### config.mk
export PLATFORM = sky130hd
export DESIGN_NAME = vga_timing_generator
export DESIGN_NICKNAME = d
export VERILOG_FILES = /design/src/rtl/vga_timing_generator.sv
export SDC_FILE = /design/constraint.sdc
export NUM_CORES = 1
export LEC_CHECK = 0
export BUFFER_PORTS_ARGS = -buffer_cell sky130_fd_sc_hd__buf_2
export CAP_MARGIN = 15
export CORE_ASPECT_RATIO = 1.25
export CORE_MARGIN = 2
export CORE_UTILIZATION = 53
export CTS_BUF_LIST = sky130_fd_sc_hd__clkbuf_4
export DETAILED_ROUTE_END_ITERATION = 8
export PLACE_DENSITY = 0.81
export SYNTH_ARGS = -nofsm -noshare
export SYNTH_HDL_FRONTEND = slang
export SYNTH_SLANG_ARGS = --single-unit
### constraint.sdc
create_clock -name i_clk -period 2.7 [get_ports i_clk]
set_clock_uncertainty 0.15 [all_clocks]
set_input_delay 0.27 -clock i_clk [delete_from_list [all_inputs] [get_ports i_clk]]
set_output_delay 0.27 -clock i_clk [all_outputs]
set_load 0.03 [all_outputs]
### src/rtl/vga_timing_generator.sv
// 640x480@60 VGA raster timing: pixel-rate h/v counters, sync and blank decode,
// and a registered output stage aligned to the image generator's RGB latency.
module vga_timing_generator #(
  parameter int   H_ACTIVE = 640,
  parameter int   H_FP     = 16,
  parameter int   H_SYNC   = 96,
  parameter int   H_BP     = 48,
  parameter int   V_ACTIVE = 480,
  parameter int   V_FP     = 10,
  parameter int   V_SYNC   = 2,
  parameter int   V_BP     = 33,
  parameter int   CLK_DIV  = 4,
  parameter int   PIPE_DLY = 1,
  parameter logic SYNC_POL = 1'b0
) (
  input  logic        i_clk,
  input  logic        i_rst_n,
  output logic [10:0] o_x,
  output logic [9:0]  o_y,
  output logic        o_pix_tick,
  output logic        o_frame_start,
  input  logic [3:0]  i_red,
  input  logic [3:0]  i_green,
  input  logic [3:0]  i_blue,
  output logic [3:0]  o_vga_red,
  output logic [3:0]  o_vga_green,
  output logic [3:0]  o_vga_blue,
  output logic        o_vga_hsync,
  output logic        o_vga_vsync
);

  localparam int H_TOTAL = H_ACTIVE + H_FP + H_SYNC + H_BP;
  localparam int V_TOTAL = V_ACTIVE + V_FP + V_SYNC + V_BP;
  localparam int DIV_W   = (CLK_DIV > 1) ? $clog2(CLK_DIV) : 1;

  localparam logic [DIV_W-1:0] DIV_LAST = DIV_W'(CLK_DIV - 1);

  localparam logic [10:0] H_LAST       = 11'(H_TOTAL - 1);
  localparam logic [10:0] H_FP_START   = 11'(H_ACTIVE);
  localparam logic [10:0] H_SYNC_START = 11'(H_ACTIVE + H_FP);
  localparam logic [10:0] H_BP_START   = 11'(H_ACTIVE + H_FP + H_SYNC);

  localparam logic [9:0] V_LAST       = 10'(V_TOTAL - 1);
  localparam logic [9:0] V_FP_START   = 10'(V_ACTIVE);
  localparam logic [9:0] V_SYNC_START = 10'(V_ACTIVE + V_FP);
  localparam logic [9:0] V_BP_START   = 10'(V_ACTIVE + V_FP + V_SYNC);

  // Raster phase encoding, shared by the horizontal and vertical decoders.
  localparam logic [1:0] PH_ACTIVE = 2'd0;
  localparam logic [1:0] PH_FRONT  = 2'd1;
  localparam logic [1:0] PH_SYNC   = 2'd2;
  localparam logic [1:0] PH_BACK   = 2'd3;

  logic [DIV_W-1:0] div;
  logic [10:0]      h;
  logic [9:0]       v;
  logic             pix_tick;
  logic             frame_start;
  logic [1:0]       h_phase;
  logic [1:0]       v_phase;
  logic             hs_raw;
  logic             vs_raw;
  logic             act_raw;
  logic             hs_dly;
  logic             vs_dly;
  logic             act_dly;

  // With CLK_DIV == 1 div is stuck at 0, so the tick is high every cycle.
  assign pix_tick = (div == DIV_LAST);

  always_ff @(posedge i_clk or negedge i_rst_n) begin
    if (!i_rst_n) begin
      div <= '0;
    end else if (pix_tick) begin
      div <= '0;
    end else begin
      div <= div + 1'b1;
    end
  end

  always_ff @(posedge i_clk or negedge i_rst_n) begin
    if (!i_rst_n) begin
      h           <= '0;
      v           <= '0;
      frame_start <= 1'b0;
    end else begin
      frame_start <= 1'b0;
      if (pix_tick) begin
        if (h == H_LAST) begin
          h <= '0;
          if (v == V_LAST) begin
            v           <= '0;
            frame_start <= 1'b1;
          end else begin
            v <= v + 10'd1;
          end
        end else begin
          h <= h + 11'd1;
        end
      end
    end
  end

  always_comb begin
    h_phase = PH_BACK;
    if (h < H_FP_START) begin
      h_phase = PH_ACTIVE;
    end else if (h < H_SYNC_START) begin
      h_phase = PH_FRONT;
    end else if (h < H_BP_START) begin
      h_phase = PH_SYNC;
    end
  end

  always_comb begin
    v_phase = PH_BACK;
    if (v < V_FP_START) begin
      v_phase = PH_ACTIVE;
    end else if (v < V_SYNC_START) begin
      v_phase = PH_FRONT;
    end else if (v < V_BP_START) begin
      v_phase = PH_SYNC;
    end
  end

  assign hs_raw  = (h_phase == PH_SYNC) ? SYNC_POL : ~SYNC_POL;
  assign vs_raw  = (v_phase == PH_SYNC) ? SYNC_POL : ~SYNC_POL;
  assign act_raw = (h_phase == PH_ACTIVE) && (v_phase == PH_ACTIVE);

  // Delay the decoded timing by the generator latency so it lines up with i_*.
  generate
    if (PIPE_DLY == 0) begin : g_no_dly
      assign hs_dly  = hs_raw;
      assign vs_dly  = vs_raw;
      assign act_dly = act_raw;
    end else begin : g_dly
      logic [PIPE_DLY-1:0] hs_sr;
      logic [PIPE_DLY-1:0] vs_sr;
      logic [PIPE_DLY-1:0] act_sr;

      always_ff @(posedge i_clk or negedge i_rst_n) begin
        if (!i_rst_n) begin
          hs_sr  <= {PIPE_DLY{~SYNC_POL}};
          vs_sr  <= {PIPE_DLY{~SYNC_POL}};
          act_sr <= '0;
        end else begin
          hs_sr[0]  <= hs_raw;
          vs_sr[0]  <= vs_raw;
          act_sr[0] <= act_raw;
          for (int i = 1; i < PIPE_DLY; i++) begin
            hs_sr[i]  <= hs_sr[i-1];
            vs_sr[i]  <= vs_sr[i-1];
            act_sr[i] <= act_sr[i-1];
          end
        end
      end

      assign hs_dly  = hs_sr[PIPE_DLY-1];
      assign vs_dly  = vs_sr[PIPE_DLY-1];
      assign act_dly = act_sr[PIPE_DLY-1];
    end
  endgenerate

  always_ff @(posedge i_clk or negedge i_rst_n) begin
    if (!i_rst_n) begin
      o_vga_hsync <= ~SYNC_POL;
      o_vga_vsync <= ~SYNC_POL;
      o_vga_red   <= 4'h0;
      o_vga_green <= 4'h0;
      o_vga_blue  <= 4'h0;
    end else begin
      o_vga_hsync <= hs_dly;
      o_vga_vsync <= vs_dly;
      o_vga_red   <= act_dly ? i_red   : 4'h0;
      o_vga_green <= act_dly ? i_green : 4'h0;
      o_vga_blue  <= act_dly ? i_blue  : 4'h0;
    end
  end

  assign o_x           = h;
  assign o_y           = v;
  assign o_pix_tick    = pix_tick;
  assign o_frame_start = frame_start;

endmodule
# [After elaboration in Yosys (flattened, before gate mapping)]
# Index checks and enable logic that the tools add are counted.
[totals] ff_bits=41 output_inout_bits=37 wordCells=47
[op_classes] add_sub_neg=3 order_cmp=6 n_eq_ne=5 mux=17 n_reduce_logical=4
[op_table] operator="$lt 11x10->1 const B" count=3
[op_table] operator="$lt 10x9->1 const B" count=3
[op_table] operator="$mux 4" count=3
[op_table] operator="$add 11x1->11 const B" count=1
[op_table] operator="$eq 11x10->1 const B" count=1
[op_table] operator="$mux 11" count=1
[op_table] operator="$add 10x1->10 const B" count=1
[op_table] operator="$eq 10x10->1 const B" count=1
[op_table] operator="$mux 10" count=1
[op_table] operator="$mux 2" count=5
[op_table] operator="$mux 1" count=7
[op_table] operator="$eq 2x2->1 const B" count=3
[op_table] operator="$logic_not 2->1" count=2
[op_table] operator="$add 2x1->2 const B" count=1
[op_table] operator="$reduce_and 2->1" count=1
[op_table] operator="$logic_and 1x1->1" count=1

# [Depth between registers and ports, before layout]
[depth] ltp_word=6 ltp_mapped=7

# [Worst setup path before layout]
# OpenSTA, ideal clock, no wires.
[synth_path] path_type="reg2reg" from="register div[0]" to="register v[8], in the netlist o_y[8]" setup_time_ps=80 t_arrival_ps=1940 required_time_ps=2470 setup_slack_ps=530 path_stages_with_launch=7 synth_period_minus_slack_ps=2170 path_cell_list="dfrtp_1 > ha_1 > nand4_2 > or4_4 > buf_6 > nor3_4 > xor2_1"
[synth_between] elab_chain_cells=2
[synth_rtl] element="start: declaration" line_no="54" text="logic [DIV_W-1:0] div;"
[synth_rtl] element="start signal: assignment" line_no="77" text="div <= div + 1'b1;"
[synth_rtl] element="$eq 2x2->1" line_no="69" text="assign pix_tick = (div == DIV_LAST);"
[synth_rtl] element="named net o_pix_tick" line_no="20" text="output logic o_pix_tick,"
[synth_rtl] element="$reduce_and 2->1 (no source line)"
[synth_rtl] element="end signal: assignment" line_no="95" text="v <= v + 10'd1;"
[synth_rtl] element="end: declaration" line_no="56" text="logic [9:0] v;"
# The timed path passes the listed nets, and every way through them passes these cells.
# A chain may end at the register's enable or synchronous reset.

# [Worst setup path after layout]
[layout_path] from="register div[0]" to="register v[7], in the netlist o_y[7]"
[layout_between] elab_chain_cells=2
[layout_rtl] element="$eq 2x2->1" line_no="69"
[layout_rtl] element="$reduce_and 2->1 (no source line)"
# No other way between the ends.

==> impl_metrics.json <==
{
  "ant_nets": 0,
  "syn_inst": 153,
  "overflow": 0,
  "seq_power_share_pct": 57.8,
  "first_global_vias": 1326,
  "maxSlewViolCount": 0,
  "fin_tns_setup_ns": 0,
  "cap_viol_max_count": 0,
  "highest_layer": "met4",
  "layout-drive-gt1-share_pct": 31.5,
  "period_needed_ns": 2.13,
  "cts_root_buf": "clkbuf_4",
  "synth-main-ff-cell": "dfrtp_1",
  "rsz0062_at_grt": "no",
  "ys_ff_latch": 41,
  "p_int_uw": 844,
  "wire_per_inst_um": 14.3,
  "cts_made_buffers": 5,
  "synth_top_area_cell": "dfrtp_1",
  "io_buffer_count": 50,
  "antenna_found_initial": 0,
  "cp.required_ns": 2.84,
  "track_usage_pct": 20.5,
  "finalHoldViolCount": 0,
  "cellLeakagePower_uw": 0.00111,
  "num_vias": 1394,
  "core_um2": 3190,
  "area_growth_pct": 26.8,
  "die-width_um": 55.7,
  "grt_pass1_wl_mm": 5.98,
  "max_slew_margin_pct": 41.8,
  "post-route-period-util_pct": 78.9,
  "arrival_ns": 2.27,
  "cts_max_level": 2,
  "synth_top_area_share_pct": 52.3,
  "postSynth.asyncResetShare_pct": 100,
  "cts_num_sinks": 41,
  "synth_nets": 171,
  "yosys_warnings": 0,
  "cp_max_fo": 11,
  "startpoint_type": "flop",
  "yosysMostFrequentCell": "dfrtp_1",
  "synth_commonest_cells": "dfrtp_1 (37), and2_1 (12), nand3_1 (12), nand2_1 (11), nand4_1 (7)",
  "final_nets": 236,
  "rows": 23,
  "reg2reg_depth": 5,
  "layoutNonFillerInstCount": 256,
  "hold-path-cell-count": 0,
  "synth-edff-count": 0,
  "p_clk_share_pct": 35.8,
  "fmaxAchievable_mhz": 469,
  "routed_via_density": 5.45,
  "clock_latency_ns": 0.35,
  "synthTopCellsByArea": "dfrtp_1 (52%), dfstp_2 (5.9%), and2_1 (4.2%)",
  "wirelength_met1_mm": 1.45,
  "dp.cells": 235,
  "grt_max_degree": 42,
  "route.detailed.drc": 0,
  "netlist_area_um2": 1770,
  "crit_type": "flop to flop",
  "io-pin-count": 51,
  "worstMarginPinSlew_ns": 0.873,
  "path_clk_slew_ns": 0.12,
  "hold_path_class": "flop to flop",
  "dr_wl_met3_um": 202,
  "status": "finished, final reports clean",
  "comb_power_share_pct": 6.4,
  "dp_hpwl_mm": 2.52,
  "dieArea_um2": 3820,
  "p_sw_share_pct": 22.0,
  "antenna_cells": 0,
  "p_per_area_nw_per_um2": 482,
  "drt-initial-drc-count": 52,
  "synth_cell_types": 37,
  "cts-resized-gates": 0,
  "postSynthAreaPerCell_um2": 11.6,
  "peakVddDrop_v": 0.000484,
  "setup_viol": 0,
  "cts_tree": "yes",
  "ys_seq_area_share_pct": 58.3,
  "start_util_pct": 55.4,
  "cp-end-kind": "flop",
  "die_h_um": 68.6,
  "first_pass_iters": 4,
  "routed_wl_mm": 3.66,
  "place_congestion": 0.834,
  "switching_power_uw": 238,
  "wl_met2_mm": 1.95,
  "clk_path_buf_depth": 2
}
-- cell usage in the layout (no fill, tap or decap), types with 2 or more instances in the layout --
| master | count |
|---|---|
| and4_1 | 3 |
| dlygate4sd3_1 | 13 |
| or3_1 | 2 |
| xnor2_1 | 6 |
| buf_2 | 50 |
| dfstp_2 | 4 |
| o21ai_0 | 4 |
| ha_1 | 4 |
| nor2_1 | 5 |
| o22ai_1 | 2 |
| mux2i_1 | 4 |
| nand3_1 | 12 |
| clkbuf_4 | 5 |
| nor4b_1 | 2 |
| and3_1 | 3 |
| dfrtp_1 | 37 |
| and2_1 | 12 |
| nand4_1 | 7 |
| a21oi_1 | 3 |
| nor3_1 | 2 |
| xor2_1 | 4 |
| inv_1 | 6 |
| nand2_1 | 11 |
-- kinds of logic after synthesis --
family,after synthesis,synth area share (%)
buffers and inverters,12,3.46
muxes,4,2.26
xor gates and xnor gates,10,4.95
and+or+nand+nor,69,23.6
AOI/OAI and AO/OA,13,4.60
adders and majority gates,4,2.83
DFF,41,58.3
-- final timing paths --
check                            start     endpoint  slack (ns)
setup / recovery                div[0]       o_y[7]        0.57
hold / removal             g_dly.vs_sr  o_vga_vsync        0.22
setup reg to reg                div[0]       o_y[7]        0.57
hold reg to reg            g_dly.vs_sr  o_vga_vsync        0.22
max in group asynchronous      i_rst_n       o_x[0]        1.44
min in group asynchronous      i_rst_n       o_x[9]        0.42
-- worst max-delay path, stage by stage (launching register included) --
cell	delay, ns
dfrtp_1	0.37
ha_1	0.33
nand4_2	0.18
or4_4	0.60
or3_1	0.37
nand3_1	0.08
-- state kept, by name, summed over array words and instances (netlist names) --
name	flops
o_vga_hsync	1
o_vga_vsync	1
div	2
o_y	10
o_vga_blue	4
g_dly.hs_sr	1
act_dly	1
g_dly.vs_sr	1
o_x	11
o_frame_start	1
o_vga_green	4
o_vga_red	4
-- per-stage QoR --
stage | worst slack (ns) | hold slack (ns) | total power (uW) | utilization, % | instance area, um^2
after global routing | 0.418 | 0.210 | 1130 | 70.2 | 2240
final | 0.569 | 0.219 | 1080 | 70.2 | 2240
after floorplan | 0.530 | -0.176 | 663 | - | 1770
after detailed placement | 0.584 | 0.198 | 693 | 63.7 | 2030
after global placement | 0.663 | 0.196 | 691 | 63.7 | 2030
after CTS | 0.568 | 0.206 | 1100 | 70.2 | 2240
-- cell type report --
cell class | instances | area, um^2
Multi-Input combinational cell | 100 | 677
Fill cell | 252 | 951
Clock buffer | 5 | 37.5
Timing Repair Buffer | 64 | 388
Sequential cell | 41 | 1030
Tap cell | 37 | 46.3
Clock inverter | 3 | 41.3
Inverter | 6 | 22.5
-- layer usage --
layer  track usage [%]  vias to the layer above
met4              8.23                        0
met3              5.41                        5
met5                 0                        -
li1                  -                      664
met1              22.6                      681
met2              38.2                       44
-- repair_timing --
item                       4_1_cts  5_1_grt
setup buffers                    0        0
hold endpoints to repair        49        0
setup endpoints to repair        0        0
hold buffers                    13        0
-- power groups by stage --
stage	registers (uW)	clock network, uW	logic, uW
detailed placement	637	0	55.7
finish	625	387	69.5
global placement	636	0	54.9
floorplan	657	0	6.06
global route	626	423	76.0
CTS	625	400	70.4
Note: power is estimated with default switching activity, not from simulation.
